`config.mk`:
```
export PLATFORM = sky130hd
export DESIGN_NAME = switch_debouncer
export DESIGN_NICKNAME = d
export VERILOG_FILES = /design/src/rtl/switch_debouncer.sv
export SDC_FILE = /design/constraint.sdc
export NUM_CORES = 1
export LEC_CHECK = 0
export ABC_CLOCK_PERIOD_IN_PS = 4100
export CAP_MARGIN = 15
export CORE_AREA = 2 2 79 81
export CTS_BUF_LIST = sky130_fd_sc_hd__clkbuf_4 sky130_fd_sc_hd__clkbuf_8
export CTS_CLUSTER_DIAMETER = 120
export DETAILED_ROUTE_END_ITERATION = 6
export DIE_AREA = 0 0 81 83
export PLACE_DENSITY = 0.66
export SLEW_MARGIN = 20
export SYNTH_ARGS = -nofsm -noshare
export SYNTH_HDL_FRONTEND = slang
export SYNTH_SLANG_ARGS = --single-unit
```
`constraint.sdc`:
```
create_clock -name clk -period 4.1 [get_ports clk]
set_input_delay 0.82 -clock clk [delete_from_list [all_inputs] [get_ports clk]]
set_output_delay 0.82 -clock clk [all_outputs]
set_load 0.1 [all_outputs]
```
`src/rtl/switch_debouncer.sv`:
```
// Two-channel switch conditioner: per-channel synchroniser, stability-window FSM
// and counter, producing registered clean levels and one-cycle rise/fall pulses.
module switch_debouncer #(
  parameter int unsigned DEBOUNCE_CYCLES = 50000,
  parameter int unsigned SYNC_STAGES     = 2
) (
  input  logic clk,
  input  logic rst_n,
  input  logic sw_a,
  input  logic sw_b,
  output logic clean_a,
  output logic clean_b,
  output logic rise_a,
  output logic fall_a,
  output logic rise_b,
  output logic fall_b
);

  localparam int unsigned NUM_CH = 2;
  localparam int unsigned CNT_W  = $clog2(DEBOUNCE_CYCLES + 1);
  localparam logic [CNT_W-1:0] CNT_LAST = CNT_W'(DEBOUNCE_CYCLES - 1);

  typedef enum logic [1:0] {
    S_LO   = 2'd0,
    CHK_HI = 2'd1,
    S_HI   = 2'd2,
    CHK_LO = 2'd3
  } state_e;

  logic [NUM_CH-1:0] sw_v;
  logic [NUM_CH-1:0] clean_v;
  logic [NUM_CH-1:0] rise_v;
  logic [NUM_CH-1:0] fall_v;

  assign sw_v = {sw_b, sw_a};

  for (genvar ch = 0; ch < NUM_CH; ch++) begin : g_chan
    logic [SYNC_STAGES-1:0] sync_q;
    logic [SYNC_STAGES-1:0] sync_d;
    logic                   s;
    state_e                 state_q;
    state_e                 state_d;
    logic [CNT_W-1:0]       cnt_q;
    logic [CNT_W-1:0]       cnt_d;
    logic                   clean_q;
    logic                   clean_d;
    logic                   rise_q;
    logic                   rise_d;
    logic                   fall_q;
    logic                   fall_d;

    // Shift the raw level into the synchroniser chain; the FSM only sees the last stage.
    always_comb begin
      sync_d = {sync_q[SYNC_STAGES-2:0], sw_v[ch]};
    end

    assign s = sync_q[SYNC_STAGES-1];

    // Synchroniser flops.
    always_ff @(posedge clk or negedge rst_n) begin
      if (!rst_n) begin
        sync_q <= '0;
      end else begin
        sync_q <= sync_d;
      end
    end

    // FSM state and stability counter register.
    always_ff @(posedge clk or negedge rst_n) begin
      if (!rst_n) begin
        state_q <= S_LO;
        cnt_q   <= '0;
      end else begin
        state_q <= state_d;
        cnt_q   <= cnt_d;
      end
    end

    // Next state: a candidate level must be seen N+1 times in a row; any opposite sample aborts.
    always_comb begin
      state_d = state_q;
      cnt_d   = cnt_q;
      case (state_q)
        S_LO: begin
          if (s) begin
            state_d = CHK_HI;
            cnt_d   = '0;
          end
        end
        CHK_HI: begin
          if (!s) begin
            state_d = S_LO;
            cnt_d   = '0;
          end else if (cnt_q == CNT_LAST) begin
            state_d = S_HI;
            cnt_d   = '0;
          end else begin
            cnt_d = cnt_q + CNT_W'(1);
          end
        end
        S_HI: begin
          if (!s) begin
            state_d = CHK_LO;
            cnt_d   = '0;
          end
        end
        CHK_LO: begin
          if (s) begin
            state_d = S_HI;
            cnt_d   = '0;
          end else if (cnt_q == CNT_LAST) begin
            state_d = S_LO;
            cnt_d   = '0;
          end else begin
            cnt_d = cnt_q + CNT_W'(1);
          end
        end
        default: begin
          state_d = S_LO;
          cnt_d   = '0;
        end
      endcase
    end

    // Output decode: clean level changes and the matching pulse fires only on a confirmed check.
    always_comb begin
      clean_d = clean_q;
      rise_d  = 1'b0;
      fall_d  = 1'b0;
      case (state_q)
        CHK_HI: begin
          if (s && (cnt_q == CNT_LAST)) begin
            clean_d = 1'b1;
            rise_d  = 1'b1;
          end
        end
        CHK_LO: begin
          if (!s && (cnt_q == CNT_LAST)) begin
            clean_d = 1'b0;
            fall_d  = 1'b1;
          end
        end
        default: begin
          clean_d = clean_q;
        end
      endcase
    end

    // Output registers.
    always_ff @(posedge clk or negedge rst_n) begin
      if (!rst_n) begin
        clean_q <= 1'b0;
        rise_q  <= 1'b0;
        fall_q  <= 1'b0;
      end else begin
        clean_q <= clean_d;
        rise_q  <= rise_d;
        fall_q  <= fall_d;
      end
    end

    assign clean_v[ch] = clean_q;
    assign rise_v[ch]  = rise_q;
    assign fall_v[ch]  = fall_q;
  end

  assign clean_a = clean_v[0];
  assign clean_b = clean_v[1];
  assign rise_a  = rise_v[0];
  assign rise_b  = rise_v[1];
  assign fall_a  = fall_v[0];
  assign fall_b  = fall_v[1];

endmodule

```
==> results of run 1 <==
final cells by class:
class | instances | area share, %
multi-input cells | 175 | 44.90
clock inverters | 1 | 0.1873
well taps | 75 | 3.511
clock buffers | 7 | 3.371
flip-flops and latches | 46 | 43.07
repair buffers | 10 | 3.558
inverters | 10 | 1.404
metrics by stage:
| stage | instances | area (um2) | util [%] | setup slack [ns] |
|---|---|---|---|---|
| global placement | 316 | 2575 | 44.28 | 1.804 |
| detailed placement | 316 | 2575 | 44.28 | 1.790 |
| CTS | 324 | 2670 | 45.91 | 1.456 |
| floorplan | 241 | 2434 | - | 2.282 |
| global route | 324 | 2673 | 45.96 | 1.413 |
| finish | 324 | 2673 | 45.96 | 1.466 |
worst paths after layout:
check	start	to	slack [ns]
setup / recovery	clean_a	clean_a	1.47
hold / removal	g_chan[0].sync_q[0]	g_chan[0].sync_q[1]	0.35
setup reg to reg	g_chan[0].cnt_q[0]	g_chan[0].cnt_q[8]	1.81
hold reg to reg	g_chan[0].sync_q[0]	g_chan[0].sync_q[1]	0.35
max in group asynchronous	rst_n	g_chan[0].cnt_q[11]	3.19
min in group asynchronous	rst_n	g_chan[1].cnt_q[11]	0.50
registers in the layout (all words and copies together), names as in the netlist, named ones only:
signal          cells
g_chan.sync_q       4
fall_a              1
rise_a              1
rise_b              1
fall_b              1
clean_a             1
g_chan.cnt_q       32
clean_b             1
g_chan.state_q      2
placed cells by master (no fill, tap or decap), types with 2 or more instances in the layout:
cell and n:
o311a_1 3, buf_4 2, o2111ai_1 3, nor4b_1 2, a31oi_1 17, and4_1 7
o21ai_0 7, a21oi_1 6, nand3_1 7, nand2b_1 2, clkdlybuf4s50_1 8, nor2_1 15
xor2_1 8, nor4bb_1 4, nand4_1 7, o21ai_1 3, a31o_2 3, o31ai_1 6
nand2_1 13, nor3b_1 3, clkbuf_8 6, nor3_1 3, a22o_1 4, inv_1 10
and2_1 3, or4_1 7, or3_1 4, and3_1 5, ha_1 2, o21bai_1 2
dfrtp_1 46, nand3b_1 2, nor4_1 6
kinds of logic after synthesis:
family                   share of synthesized area [%]
XOR/XNOR                                         3.239
AO/OA/AOI/OAI                                    18.15
buffers and inverters                            3.393
adder cells (fa/ha/maj)                          1.028
AND/OR/NAND/NOR                                  26.02
flip-flops                                       47.30
multiplexers                                    0.8740
layer usage:
metal / vias up / global-route usage, %
met3: 9 / 3.587
met1: 940 / 22.45
met5: - / 0
met4: 0 / 5.701
met2: 32 / 24.34
li1: 953 / -
where the power goes:
part | total (W) | internal, W | switching [W]
Combinational | 0.000351 | 0.000124 | 0.000227
Sequential | 0.000564 | 0.000498 | 0.0000662
Clock | 0.000299 | 0.000143 | 0.000156
==> results.md, run 1 <==
* First-pass GRT wire length at 8666 um
* Largest stage delay on the critical path at 1.14 ns
* Layout cells sized above 1 at 8.434%
* Final Slew Violations at 0
* Sequential fraction of the synthesis area at 47.30%
* DIE WIDTH at 81 um
* Clock Pin Slew Worst Setup and Hold Paths at 0.08 ns
* Grt ovf at 0
* Root buffer cell: clkbuf_8
* Met2 wire len at 2293 um
* Post-DR wirelength/cell at 15.29 um
* Vias in the first global route at 1821
* Synth area leader: dfrtp_1
* Initial antenna violation count at 0
* CP Class: reg2out
* Initial core utilization at 41.85%
* Core box area at 5816 um2
* Post-synth EDFFs at 0
* Metal-1 WL at 2421 um
* Maxcap violations at 0
* Area of the multi-input gates at 1200 um2
* Yosys warns at 0
* Share of synthesized registers carrying an async set or reset at 100.0%
* Number of synthesized register bits at 46
* Yosys top cell area share at 47.30%
* Worst skew pair latency at 0.31 ns
* # setup viols final at 0
* RSZ-0062 raised after global routing: false
* Post-CTS setup buffers at 0
* ANT nets after route at 0
* Met3 wire length at 155 um
* Gr usage total at 16.08%
* CP bufs+invs at 1
* Top cells by area, synth: dfrtp_1 47%, a31oi_1 4.4%, xor2_1 2.9%
* Worst hold slack at 0.3528 ns
* Outcome: complete, no violations
* Nature of the critical path startpoint: register
* Post-route clock period utilization at 64.25%
* Top cells by count, synth: 46 x dfrtp_1, 17 x a31oi_1, 15 x nor2_1
* CP top delay family: buffers and inverters
* NumNets Final at 254
* Top-count cell post-synth: dfrtp_1
* CTS tree: yes
* Leak at 1.084 nW
* Drc violations at 0
* Sequential cell area at 1151 um2
* Slew @ Worst Pin at 0.9630 ns
* Cell Chain, Critical Path: clkdlybuf4s50_1
* Die area at 6723 um2
* Drt initial violations at 102
* Required time of the worst setup path at 3.28 ns
* Max_slew headroom at 35.60%
* Hold Crit Depth at 0
* Top Metal Used: met4
* Fill cells at 559
* Chip Height at 83 um
* Worst Reg-to-Reg Cells at 5
* H-Tree Depth at 2
* HP Class: reg2reg
* Tmin final at 2.634 ns
* Largest net degree at the start of global routing at 47
* Drt first pass iters at 4
* CTS max path bufs at 2
* Critical Path Fanout Max at 3
* IO buf count at 9
* Total chip power at 0.001215 W
* Routed WL at 4954 um
* Resize count post-CTS at 0
* Hold buffers post-CTS at 0
* Synth Net Count at 247
* Detailed Place HPWL at 3219 um
* Drt via density at 5.969
* Top_reg_cell synth: dfrtp_1
* Final GP Congestion at 0.8204
* Worst EP arrival at 1.81 ns
* Diodes inserted at 0
* P&R area growth vs syn at 9.820%
* Clk sinks at 46
* Stages on the worst setup path at 1
* Mapped Area at 2434 um2
* F_max at 0.3796 GHz
* CP max-delay cell: clkdlybuf4s50_1
* Hold Violations, Final at 0
* Setup Skew at 0.01109 ns
* Setup TNS at 0 ns
* Std-Cell Rows at 28
* Synth Area per Inst at 10.10 um2
* Setup crit end kind: output port
* Vias at 1934
* Yosys cell types at 55
* Cts bufs inserted at 5
* VDD IR max at 0.2688 mV
* Cells after synthesis at 241
* Pwr per Cell Area at 454.5 nW/um2
* I/O pin count at 10
Note: power is estimated with default switching activity, not from simulation.
==> run 2, diff against run 1 <==
Settings changed: ABC_CLOCK_PERIOD_IN_PS 4100 to 2600.
Clock period 4.1 ns to 2.6 ns, I/O delays scaled along.
==> run 2 against run 1 <==
Power rose by 58%. Cell area fell by 0.19%. Critical path depth rose by 4. Count of clock-buffer cells in the layout fell by 2. Hold slack got worse by 0.26 ns. Via count rose by 2.4%. Sequential share of layout area rose by 0.081 points. Final cell count rose by 0.62%. Clock power rose by 53%. Flip-flop and latch count did not move. Non-clock buffer count rose by 2.
==> results.md, run 2 (synthesis results as in run 1) <==
* Outcome: complete, no violations
* Final instance area at 2668 um2 (-0.19%)
* Leak at 1.094 nW (+0.89%)
* Max reg flops at 32 (unchanged)
* Hold buffers post-CTS at 0 (unchanged)
* Vias in the first global route at 2065 (+13%)
* Std-Cell Rows at 28 (unchanged)
* Final GP Congestion at 0.9079 (+11%)
* NumNets Final at 256 (+0.79%)
* Root buffer cell: clkbuf_8
* Clk sinks at 46 (unchanged)
* Initial core utilization at 41.85% (unchanged)
* CTS max path bufs at 2 (unchanged)
* Final Non-Filler Cells at 326 (+0.62%)
* Post-placement cell count at 318 (+0.63%)
* Clk pwr share at 23.9% (-0.7 points)
* NetSw at 0.0007434 W (+65%)
* HP Class: in2async
* Setup TNS at 0 ns (unchanged)
* Hold Violations, Final at 0 (unchanged)
* Layout cells sized above 1 at 11.55% (+3.1 points)
* Nature of the critical path startpoint: register
* Pwr per Cell Area at 719.3 nW/um2 (+58%)
* Drc violations at 0 (unchanged)
* Setup Skew at 0.009340 ns (-0.001750 ns)
* Post-route clock period utilization at 79.32%
* Tmin final at 2.062 ns
* Largest Register: g_chan.cnt_q
* Worst skew pair latency at 0.31 ns (about the same)
* Vias at 1981 (+2.4%)
* Fin worst setup slack at 0.5377 ns (-0.9280 ns)
* Worst Reg-to-Reg Cells at 5 (unchanged)
* CP max-delay cell: dfrtp_1
* Final Util at 45.87% (-0.086 points)
* Reg power frac at 46.5% (about the same)
* Initial antenna violation count at 0 (unchanged)
* Cell Chain, Critical Path: nor4b_1 > nand4_1 > buf_4 > a31o_2 > a22o_1
* Detailed Place HPWL at 3592 um (+12%)
* Drt initial violations at 128 (+25%)
* Resize count post-CTS at 0 (unchanged)
* Clock Pin Slew Worst Setup and Hold Paths at 0.10 ns (+0.02 ns)
* Worst EP arrival at 2.25 ns (+0.44 ns)
* Required time of the worst setup path at 2.79 ns (-0.49 ns)
* IO buf count at 9 (unchanged)
* Drt first pass iters at 4 (unchanged)
* Biggest regs: g_chan.cnt_q x32, g_chan.sync_q x4, g_chan.state_q x2
* Routed WL at 5312 um (+7.2%)
* CP Class: reg2reg
* Sw frac at 38.75% (+1.7 points)
* DIE WIDTH at 81 um (unchanged)
* Grt ovf at 0 (unchanged)
* Core box area at 5816 um2 (unchanged)
* H-Tree Depth at 2 (unchanged)
* Post-DR wirelength/cell at 16.29 um (+6.6%)
* Cell Area, Placed at 2575 um2 (unchanged)
* Drt via density at 6.077 (+1.8%)
* Gr usage total at 16.71% (+0.63 points)
* CTS tree: yes
* Maxcap violations at 0 (unchanged)
* P&R area growth vs syn at 9.614%
* First-pass GRT wire length at 9183 um (+6.0%)
* RSZ-0062 raised after global routing: false
* Final Slew Violations at 0 (unchanged)
* Commonest non-fill, non-tap cell in the layout: dfrtp_1
* Setup crit end kind: register
* P_int at 0.001175 W (+54%)
* Largest net degree at the start of global routing at 35 (-26%)
* Diodes inserted at 0 (unchanged)
* I/O pin count at 10 (unchanged)
* Most frequent cells in the layout: 46 x dfrtp_1, 17 x a31oi_1, 15 x nor2_1
* VDD IR max at 0.3220 mV (+20%)
* ANT nets after route at 0 (unchanged)
* Combinational Power Share at 29.7% (+0.8 points)
* Post-CTS setup buffers at 0 (unchanged)
* Chip Height at 83 um (unchanged)
* Max_slew headroom at 48.72% (+13 points)
* Placement-stage worst setup slack at 0.6219 ns (-1.168 ns)
* Cts bufs inserted at 5 (unchanged)
* Die area at 6723 um2 (unchanged)
* Slew @ Worst Pin at 0.7688 ns (-0.1942 ns)
* F_max at 0.4849 GHz
* Largest stage delay on the critical path at 0.47 ns (-0.67 ns)
* # setup viols final at 0 (unchanged)
* Critical Path Fanout Max at 12 (+9)
[run 2: changes by cell type in the layout (fill, tap and decap cells not counted)]
cell,delta
buf_2,+1
buf_4,+7
clkbuf_4,-1
clkbuf_8,-1
clkdlybuf4s50_1,-6
clkinv_2,-1
clkinvlp_4,+2
inv_6,+1
[run 2: final cells by class]
type | instances | area (um2)
fillers | 589 | 3148
multi-input cells | 175 | 1200
flip-flops and latches | 46 | 1151
well taps | 75 | 93.84
repair buffers | 12 | 92.59
clock buffers | 5 | 68.82
inverters | 10 | 37.54
clock inverters | 3 | 23.77
[run 2: path summary, 6_finish.rpt]
| check | start | endpoint | slack, ns |
|---|---|---|---|
| setup / recovery | g_chan[0].cnt_q[7] | g_chan[0].cnt_q[8] | 0.54 |
| min in group clk | g_chan[0].sync_q[0] | g_chan[0].sync_q[1] | 0.35 |
| hold reg to reg | g_chan[0].sync_q[0] | g_chan[0].sync_q[1] | 0.35 |
| max in group asynchronous | rst_n | g_chan[0].cnt_q[1] | 1.77 |
| hold / removal | rst_n | g_chan[1].state_q[0] | 0.09 |
| setup reg to reg | g_chan[0].cnt_q[7] | g_chan[0].cnt_q[8] | 0.54 |
[run 2: per-stage QoR]
| stage | hold slack [ns] | total power, W |
|---|---|---|
| after floorplan | 0.2244 | 0.001310 |
| after global placement | 0.3329 | 0.001454 |
| after detailed placement | 0.3365 | 0.001465 |
| after CTS | 0.09067 | 0.001927 |
| after global routing | 0.09209 | 0.002042 |
| final | 0.08830 | 0.001919 |
[run 2: critical path: cells and delay by family (launching register included)]
kind / cells / cell delay (ns)
and+or+nand+nor: 2 / 0.76
DFF: 1 / 0.47
AOI/OAI and AO/OA: 2 / 0.44
buffers and inverters: 1 / 0.27
[run 2: layer usage]
layer  track usage, %  vias up  part of all wire (%)
met3            3.587        7                   4.0
met1            21.13      965                    46
met4            5.855        0                  0.92
met5                0        -                     0
li1                 -      958                     -
met2            27.80       51                    49
[run 2: power groups by stage]
stage | Sequential [W] | Combinational [W] | Clock [W]
3_3_place_gp | 0.000900 | 0.000553 | 0
2_1_floorplan | 0.000854 | 0.000456 | 0
4_1_cts | 0.000889 | 0.000566 | 0.000473
3_5_place_dp | 0.000902 | 0.000562 | 0
6_report | 0.000892 | 0.000569 | 0.000458
5_1_grt | 0.000906 | 0.000630 | 0.000506
==> run 3, diff against run 2 <==
Settings changed: ABC_CLOCK_PERIOD_IN_PS 2600 to 1920.
Clock period 2.6 ns to 1.92 ns, I/O delays scaled along.
==> run 3 against run 2 <==
Final cell count up 5.2%. Combinational power rose by 60%. Global-route usage about the same. Wire length down 2.9%. Power rose by 41%. Clock power rose by 34%. Hold slack worse by 0.064 ns. Die area stayed put.
==> results.md, run 3 (synthesis results as in run 1) <==
* Core box area at 5816 um2 (unchanged)
* Final GP Congestion at 0.8544 (-5.9%)
* IO buf count at 9 (unchanged)
* F_max at 0.5546 GHz (+14%)
* CP max-delay cell: or4_4
* Outcome: complete, no violations
* Largest stage delay on the critical path at 0.53 ns (+0.06 ns)
* H-Tree Depth at 2 (unchanged)
* Placement-stage worst setup slack at 0.08612 ns (-0.5358 ns)
* Root buffer cell: clkbuf_8
* Clk sinks at 46 (unchanged)
* Total chip power at 0.002715 W (+41%)
* Fill cells at 565 (-4.1%)
* Setup TNS at 0 ns (unchanged)
* Vias in the first global route at 1908 (-7.6%)
* P&R area growth vs syn at 16.30%
* Detailed Place HPWL at 3719 um (+3.5%)
* Worst skew pair latency at 0.29 ns (-0.02 ns)
* Post-route clock period utilization at 93.92% (+15 points)
* CTS tree: yes
* Drt initial violations at 80 (-38%)
* Layout cells sized above 1 at 18.28% (+6.7 points)
* Std-Cell Rows at 28 (unchanged)
* Die area at 6723 um2 (unchanged)
* First-pass GRT wire length at 8970 um (-2.3%)
* Vias at 1998 (+0.86%)
* Biggest regs: g_chan.cnt_q x32, g_chan.sync_q x4, g_chan.state_q x2
* Grt ovf at 0 (unchanged)
* ANT nets after route at 0 (unchanged)
* Routed WL at 5160 um (-2.9%)
* CP Class: reg2reg
* Largest net degree at the start of global routing at 29 (-17%)
* Drc violations at 0 (unchanged)
* Tmin final at 1.803 ns (-0.2592 ns)
* I/O pin count at 10 (unchanged)
* Hold Violations, Final at 0 (unchanged)
* Commonest non-fill, non-tap cell in the layout: dfrtp_1
* Pwr per Cell Area at 959.2 nW/um2 (+33%)
* Final Slew Violations at 0 (unchanged)
* Post-DR wirelength/cell at 15.04 um (-7.7%)
* HP Class: in2async
* CTS max path bufs at 2 (unchanged)
* Critical Path Fanout Max at 5 (-7)
* Initial antenna violation count at 0 (unchanged)
* Gr usage total at 16.67% (-0.041 points)
* Fin worst setup slack at 0.1168 ns (-0.4208 ns)
* Diodes inserted at 0 (unchanged)
* RSZ-0062 raised after global routing: false
* VDD IR max at 0.7701 mV (+140%)
* Worst hold slack at 0.02430 ns (-0.06399 ns)
* Drt via density at 5.825 (-4.1%)
* Maxcap violations at 0 (unchanged)
* Worst EP arrival at 1.99 ns (-0.26 ns)
* Drt first pass iters at 4 (unchanged)
* Setup Skew at 0.007159 ns (-0.002181 ns)
* DIE WIDTH at 81 um (unchanged)
* Setup crit end kind: register
* Cell Chain, Critical Path: ha_4 > nand2_1 > or4_4 > a31o_1 > a22o_1
* # setup viols final at 0 (unchanged)
* Max reg flops at 32 (unchanged)
* Nature of the critical path startpoint: register
* Largest Register: g_chan.cnt_q
* Max_slew headroom at 57.17% (+8.5 points)
* Cts bufs inserted at 5 (unchanged)
* NumNets Final at 273 (+6.6%)
* Required time of the worst setup path at 2.10 ns (-0.69 ns)
* Leak at 1.193 nW (+9.1%)
* Chip Height at 83 um (unchanged)
* Initial core utilization at 41.85% (unchanged)
* Most frequent cells in the layout: 46 x dfrtp_1, 25 x buf_4, 17 x a31oi_1
* Slew @ Worst Pin at 0.6381 ns (-0.1307 ns)
* Clock Pin Slew Worst Setup and Hold Paths at 0.08 ns (-0.02 ns)
run 3: cell count changes in the layout (fill, tap and decap cells not counted), sizes merged:
cell | previous run | this run
clkinvlp | 2 | 0
buf | 10 | 27
clkinv | 0 | 1
inv | 11 | 10
clkbuf | 5 | 7
run 3: path summary, 6_finish.rpt:
| path | startpoint | endpoint | slack (ns) | cells after the start |
|---|---|---|---|---|
| worst max register to register | g_chan[0].cnt_q[0] | g_chan[0].cnt_q[12] | 0.12 | 5 |
| worst min register to register | g_chan[1].sync_q[0] | g_chan[1].sync_q[1] | 0.36 | 0 |
| min in group clk | g_chan[1].sync_q[0] | g_chan[1].sync_q[1] | 0.36 | 0 |
| worst min-delay path | rst_n | g_chan[1].cnt_q[10] | 0.02 | 1 |
| worst max-delay path | g_chan[0].cnt_q[0] | g_chan[0].cnt_q[12] | 0.12 | 5 |
| max in group asynchronous | rst_n | g_chan[0].cnt_q[5] | 1.40 | 2 |
run 3: through the flow:
| step | utilization, % | cell area (um2) | cells |
|---|---|---|---|
| 2_1_floorplan | - | 2434 | 241 |
| 3_3_place_gp | 46.69 | 2715 | 335 |
| 3_5_place_dp | 46.69 | 2715 | 335 |
| 4_1_cts | 48.32 | 2810 | 343 |
| 5_1_grt | 48.67 | 2830 | 343 |
| 6_report | 48.67 | 2830 | 343 |
run 3: timing repair:
item,4_1_cts,5_1_grt
gates resized for setup,0,4
setup endpoints to repair,0,10
hold buffers,0,0
hold endpoints to repair,0,0
setup buffers,0,0
run 3: where the power goes:
part           switching [W]  total (W)  internal [W]
combinational       0.000544   0.000911      0.000367
sequential          0.000123    0.00119       0.00106
clock               0.000311   0.000616      0.000305
run 3: layer usage:
layer	global-route usage, %	vias to the layer above	wire length [um]
li1	-	988	-
met1	21.28	976	2352
met2	27.50	30	2599
met3	3.587	4	166
met4	5.855	0	42
met5	0	-	0
run 3: layout make-up:
cell class	count	area (um2)	area share, %
flip-flops and latches	46	1151	40.67
inverters	10	37.54	1.326
well taps	75	93.84	3.316
clock inverters	1	5.005	0.1768
multi-input cells	175	1220	43.10
clock buffers	7	90.09	3.183
repair buffers	29	232.7	8.223
run 3: worst max-delay path: cells and delay by family, from the launching register on:
family	cells	cell delay (ns)
simple gates	2	0.63
fa+ha+maj	1	0.18
flops	1	0.44
compound gates	2	0.45
